[config.mk]
export PLATFORM = sky130hd
export DESIGN_NAME = if_id_stage
export DESIGN_NICKNAME = d
export VERILOG_FILES = /design/src/rtl/if_id_stage.sv
export SDC_FILE = /design/constraint.sdc
export NUM_CORES = 1
export LEC_CHECK = 0
export ABC_AREA = 1
export CORE_ASPECT_RATIO = 1.1
export CORE_MARGIN = 1.5
export CORE_UTILIZATION = 45
export CTS_CLUSTER_SIZE = 25
export DETAILED_ROUTE_END_ITERATION = 7
export HOLD_SLACK_MARGIN = 0.03
export PLACE_DENSITY = 0.86
export SLEW_MARGIN = 40
export SYNTH_ARGS = -nofsm -noshare
export SYNTH_HDL_FRONTEND = slang
export SYNTH_SLANG_ARGS = --single-unit
[constraint.sdc]
create_clock -name clk -period 3.4 [get_ports clk]
set_clock_uncertainty 0.15 [all_clocks]
set_input_delay 0.68 -clock clk [delete_from_list [all_inputs] [get_ports clk]]
set_output_delay 0.68 -clock clk [all_outputs]
set_load 0.05 [all_outputs]
[src/rtl/if_id_stage.sv]
// IF/ID pipeline register with load-use hazard detection and branch flush.
// Optional performance counters are enabled by defining IF_ID_PERF_CNT_EN.
module if_id_stage #(
    parameter logic [31:0] NOP_INSTR = 32'h0000_0013,
    parameter logic [63:0] PC_RESET  = 64'h0
) (
    input  logic        clk,
    input  logic        rst,
    input  logic [63:0] if_pc,
    input  logic [31:0] if_instruction,
    input  logic        branch_taken,
    input  logic        idex_mem_read,
    input  logic [4:0]  idex_rd,
    output logic [63:0] id_pc,
    output logic [31:0] id_instruction,
    output logic        id_valid,
    output logic        PC_write,
    output logic        idex_bubble
`ifdef IF_ID_PERF_CNT_EN
    ,
    output logic [31:0] stall_count,
    output logic [31:0] flush_count
`endif
);

    logic [6:0] opcode;
    logic [4:0] rs1;
    logic [4:0] rs2;
    logic       uses_rs1;
    logic       uses_rs2;
    logic       hazard;

    // Decide which source register fields the held instruction actually reads.
    always_comb begin
        opcode   = id_instruction[6:0];
        rs1      = id_instruction[19:15];
        rs2      = id_instruction[24:20];
        uses_rs1 = 1'b0;
        uses_rs2 = 1'b0;
        case (opcode)
            7'b0110011, 7'b0111011, 7'b0100011, 7'b1100011: begin
                uses_rs1 = 1'b1;
                uses_rs2 = 1'b1;
            end
            7'b0010011, 7'b0011011, 7'b0000011, 7'b1100111: begin
                uses_rs1 = 1'b1;
            end
            default: begin
                uses_rs1 = 1'b0;
                uses_rs2 = 1'b0;
            end
        endcase
        hazard = id_valid & idex_mem_read & (idex_rd != 5'd0) &
                 ((uses_rs1 & (rs1 == idex_rd)) | (uses_rs2 & (rs2 == idex_rd)));
    end

    // A flush wins over a stall, so the fetch PC keeps moving on a taken branch.
    always_comb begin
        PC_write    = 1'b1;
        idex_bubble = 1'b0;
        if (!rst) begin
            PC_write    = ~(hazard & ~branch_taken);
            idex_bubble = hazard | branch_taken;
        end
    end

    always_ff @(posedge clk) begin
        if (rst || branch_taken) begin
            id_pc          <= PC_RESET;
            id_instruction <= NOP_INSTR;
            id_valid       <= 1'b0;
        end else if (!hazard) begin
            id_pc          <= if_pc;
            id_instruction <= if_instruction;
            id_valid       <= 1'b1;
        end
    end

`ifdef IF_ID_PERF_CNT_EN
    // Saturating event counters; stall only counts when no flush is pending.
    always_ff @(posedge clk) begin
        if (rst) begin
            stall_count <= 32'd0;
            flush_count <= 32'd0;
        end else begin
            if (branch_taken && flush_count != 32'hFFFF_FFFF)
                flush_count <= flush_count + 32'd1;
            if (!branch_taken && hazard && stall_count != 32'hFFFF_FFFF)
                stall_count <= stall_count + 32'd1;
        end
    end
`endif

endmodule

After elaboration in Yosys (flattened, before gate mapping):

Cells that the tools add are included.

* bits in registers: 97
* bits in latches: 0
* memory bits (writable): 0
* ROM bits: 0
* bits of input ports: 105
* output and inout bits: 99
* word-level logic and storage cells: 31
* memories kept: 0

* $add $sub $neg: 0
* multiply operators: 0
* div/mod/pow operators: 0
* magnitude comparators: 0
* eq/ne operators: 10
* shifts and indexed selects: 0
* muxes and demuxes: 4
* bitwise gates (word level): 10
* reduce and logical (&&, ||, !) cells: 4

Operators by type and width (count)
* 7-bit by 6-bit equality test with 1-bit output, second input constant: 3
* 7-bit by 5-bit equality test with 1-bit output, second input constant: 2
* 7-bit equality test, second input constant: 2
* 5-bit equality test: 2
* 8-bit OR reduction: 1
* 7-bit by 2-bit equality test with 1-bit output, second input constant: 1
* 1-bit bitwise AND: 6
* 5-bit nonzero test: 1
* 1-bit two-way mux: 4
* 4-bit OR reduction: 1
* 1-bit inverter: 2
* 1-bit OR: 2
* 1-bit logical OR: 1

Depth between registers and ports, before layout:

Gate-level depths: netlist of run 1.

* word-level depth: 9
* gate-level depth with buffers: 13
* depth with buffers taken out: 11

Worst setup path after synthesis of run 1:

Ideal clock, no wire load.

* kind: register -> output
* from: reg id_instruction[4]
* to: out idex_bubble
* data arrival time: 2197 ps
* required time: 2570 ps
* path slack: 373 ps
* stages on the path, launching flop included: 10
* path buffers: 1
* cells stage by stage: dfxtp_1 nor2_1 nor2_1 nand2_1 nor2_1 nand2_1 nand2_2 buf_6 nand2_1 a21oi_1

* cells in the longest elaborated chain, start to end: 8

RTL lines
* start, declared: RTL line 15 `output logic [31:0] id_instruction,`
* start signal, assigned: RTL line 74 `id_instruction <= if_instruction;`
* 7-bit by 5-bit equality test with 1-bit output, or another cell as far along: RTL line 40 `case (opcode)`
* 8-bit OR reduction (no line) or 4-bit OR reduction (tied branches)
* 1-bit two-way mux: RTL line 40
* 1-bit bitwise AND: RTL line 54 `((uses_rs1 & (rs1 == idex_rd)) | (uses_rs2 & (rs2 == idex_rd)));`
* 1-bit OR *: RTL line 54
* 1-bit bitwise AND *: RTL line 53 `hazard = id_valid & idex_mem_read & (idex_rd != 5'd0) &`
* 1-bit OR *: RTL line 63 `idex_bubble = hazard | branch_taken;`
* 1-bit two-way mux *: RTL line 61 `if (!rst) begin`
* end, declared: RTL line 18 `output logic idex_bubble`

Mark *: on every way between the ends. The rest lies on a longest branch, timed or not.

Worst setup path after layout of run 1:

* from: in idex_rd[2]
* to: out idex_bubble

* cells in the longest elaborated chain, start to end: 6

RTL lines
* start, declared: RTL line 13 `input logic [4:0] idex_rd,`
* 5-bit equality test: RTL line 54
* 1-bit bitwise AND: RTL line 54
* 1-bit OR: RTL line 54
* 1-bit bitwise AND *: RTL line 53
* 1-bit OR *: RTL line 63
* 1-bit two-way mux *: RTL line 61

Marks and branches as above.

==> metrics, run 1 <==
violated checks DRC; status complete, but fails checks; post-CTS resize count 0; CP endpoint kind output port; worst path cell trace clkdlybuf4s50_1 -> xnor2_1 -> nand2_1 -> nor2_1 -> nand2_1 -> nand2_8 -> nand2_1 -> a21oi_1 -> buf_12; Hold Crit Class flip-flop to flip-flop; slowest stage cell, crit path clkdlybuf4s50_1; setup_tns 0 ps; Main synth FF type dfxtp_1; final hold slack slightly below 400 ps; largest cells by area after synthesis dfxtp_1, nand3_1, a21oi_1; post-synth top area share between 40% and 50%; pwr/cell area roughly 400 nW/um^2; io pins approximately 200; hold depth 4; GRT overflow 0; first-pass GRT wire length 20400 um; flops & latches, synth 97; Avg Inst Size Synth 6.71 sq um; final period utilization a little over 90%; gr usage total 23.9%; Worst path most repeated cell nand2_1; post-synth net total between 700 and 800; Top Layer Used met4; Max clock buf depth 2; Distinct cells, synth 19; Setup Viol. Count Final 0; Post-synth ARST share 0%; post-CTS setup buffer count 0; PortBufs 203; Commonest cells post-synth nand2_1, nor2_1, nand3_1; RSZ-0062 raised after global routing false; Worst Path Required 2570 ps; worst-skew pair later-pin latency 360 ps; GP Congestion slightly above 0.9; WS Path Type input port to output port; Worst-path clk slew about 90 ps; R2R depth 10; top cell type by total area after synthesis dfxtp_1; WL final about 13000 um; sequential share of the synthesized area between 40% and 50%; H-tree depth 3; largest net degree at the start of global routing roughly 130; cell count after synthesis 674; Die Height about 110 um; Hold Vio Cnt, Final 0; initial antenna violation count 0; pre-CTS setup slack 218 ps; die area 10700 sq um; count leader, synth nand2_1; nets@finish between 900 and 1000; root cell of the clock tree clkbuf_8; Initial Utilization a little under half; worst slew pin tran roughly 730 ps; met1 WL 4950 um; Worst Path Arrival between 2000 and 2500 ps; Overall Power 2.67 mW; Fill cells slightly above 800; Worst slew margin 51.3%; vias about 4800; highest net fanout along the worst path 4; final design utilization approximately 68%; initial drt markers 240; wire length on met3 slightly above 1000 um; register cell area after layout 1940 sq um; met2 wire len around 6500 um; Register-to-Register Setup Slack 1300 ps; EDFF count, synth 0; core area slightly below 10000 sq um; share of post-route cells with drive strength above 1 roughly 3.3%; Critical Path Source Type input port; Area growth syn-to-layout 48.6%; CTS tree done; total CTS buffers 9; die span in x about 100 um; drt wl/cell 13.3 um; Via density 4.93; min Tclk post-route around 3200 ps; Num Clock Sinks 97; Max Cap Viol 0; Max Clock Freq 0.315 GHz; Slew Limit Fails 0; DR pass1 iterations 6; ant diodes 0; multi-input logic area ~1900 sq um; post-DP HPWL roughly 9000 um; total of warnings raised by yosys 0; Routed Antenna Nets 0; Critical Path Max Stage Delay roughly 550 ps; drt drc 13; setup ws final ~230 ps; Mapped Area ~4500 sq um; row count 38; Post-CTS Hold Buffers 0; peak supply drop approximately 0.27 mV; vias in the first global route 4386; P_leak about 2.6 nW
worst paths after layout:
kind / startpoint / end
worst max-delay path: idex_rd[2] / idex_bubble
worst max register to register: id_instruction[4] / id_pc[20]
worst min-delay path: id_pc[22] / id_pc[22]
worst min register to register: id_pc[22] / id_pc[22]
power by group:
part / switching [mW] / internal (mW) / leakage (nW)
clock: 0.389 / 0.508 / 0.120
combinational: 0.329 / 0.238 / 1.65
sequential: 0.0283 / 1.18 / 0.797
placed cells by master, fill, tap and decap left out, drive strengths merged:
| master | netlist | layout |
|---|---|---|
| buf | 43 | 7 |
| clkinv | 1 | 2 |
| nand2 | 122 | 122 |
| a21oi | 94 | 94 |
| nand3 | 99 | 99 |
| bufinv | 0 | 3 |
| clkinvlp | 0 | 1 |
| clkbuf | 7 | 11 |
| clkdlybuf4s50 | 0 | 201 |
| dfxtp | 97 | 97 |
| nor3 | 1 | 1 |
| inv | 100 | 100 |
| xor2 | 1 | 1 |
| nor2 | 103 | 103 |
| xnor2 | 4 | 4 |
| nand3b | 2 | 2 |
metrics by stage:
step / cells / instance area, sq um
2_1_floorplan: 674 / 4520
3_3_place_gp: 952 / 6470
3_5_place_dp: 952 / 6480
4_1_cts: 968 / 6720
5_1_grt: 968 / 6720
6_report: 968 / 6720
worst max-delay path, delay by kind of cell:
kind	cells	cell delay [ps]
and+or+nand+nor	5	560
buffers and inverters	2	720
AOI/OAI and AO/OA	1	250
xor gates and xnor gates	1	140
per-layer routing:
| layer | vias up | global-route usage (%) |
|---|---|---|
| li1 | 2417 | - |
| met1 | 2169 | 26.3 |
| met2 | 157 | 42.4 |
| met3 | 26 | 6.92 |
| met4 | 0 | 11.7 |
| met5 | - | 0 |
layout make-up:
type / instances / area share, %
multi-input cells: 426 / 28.2
inverters: 101 / 5.68
repair buffers: 208 / 31.3
flip-flops and latches: 97 / 28.9
clock buffers: 11 / 2.10
clock inverters: 5 / 1.53
well taps: 120 / 2.23
kinds of logic after synthesis:
group,after synthesis,share of synthesized area [%]
DFF,97,42.9
AOI/OAI and AO/OA,94,10.4
xor gates and xnor gates,5,0.968
buffers and inverters,151,15.6
and+or+nand+nor,327,30.1
flip-flops by register name, summed over array words and instances (netlist names):
register / count
id_pc: 64
id_valid: 1
id_instruction: 32
Power figures use the tool's default switching activity.
==> run 2, diff against run 1 <==
--- a/config.mk
+++ b/config.mk
@@ -6,6 +6,7 @@
 export NUM_CORES = 1
 export LEC_CHECK = 0
 export ABC_AREA = 1
+export CAP_MARGIN = 20
 export CORE_ASPECT_RATIO = 1.1
 export CORE_MARGIN = 1.5
 export CORE_UTILIZATION = 45
==> results of run 2 <==
Same layout as run 1: the final DEF is identical, and so are final timing and power.
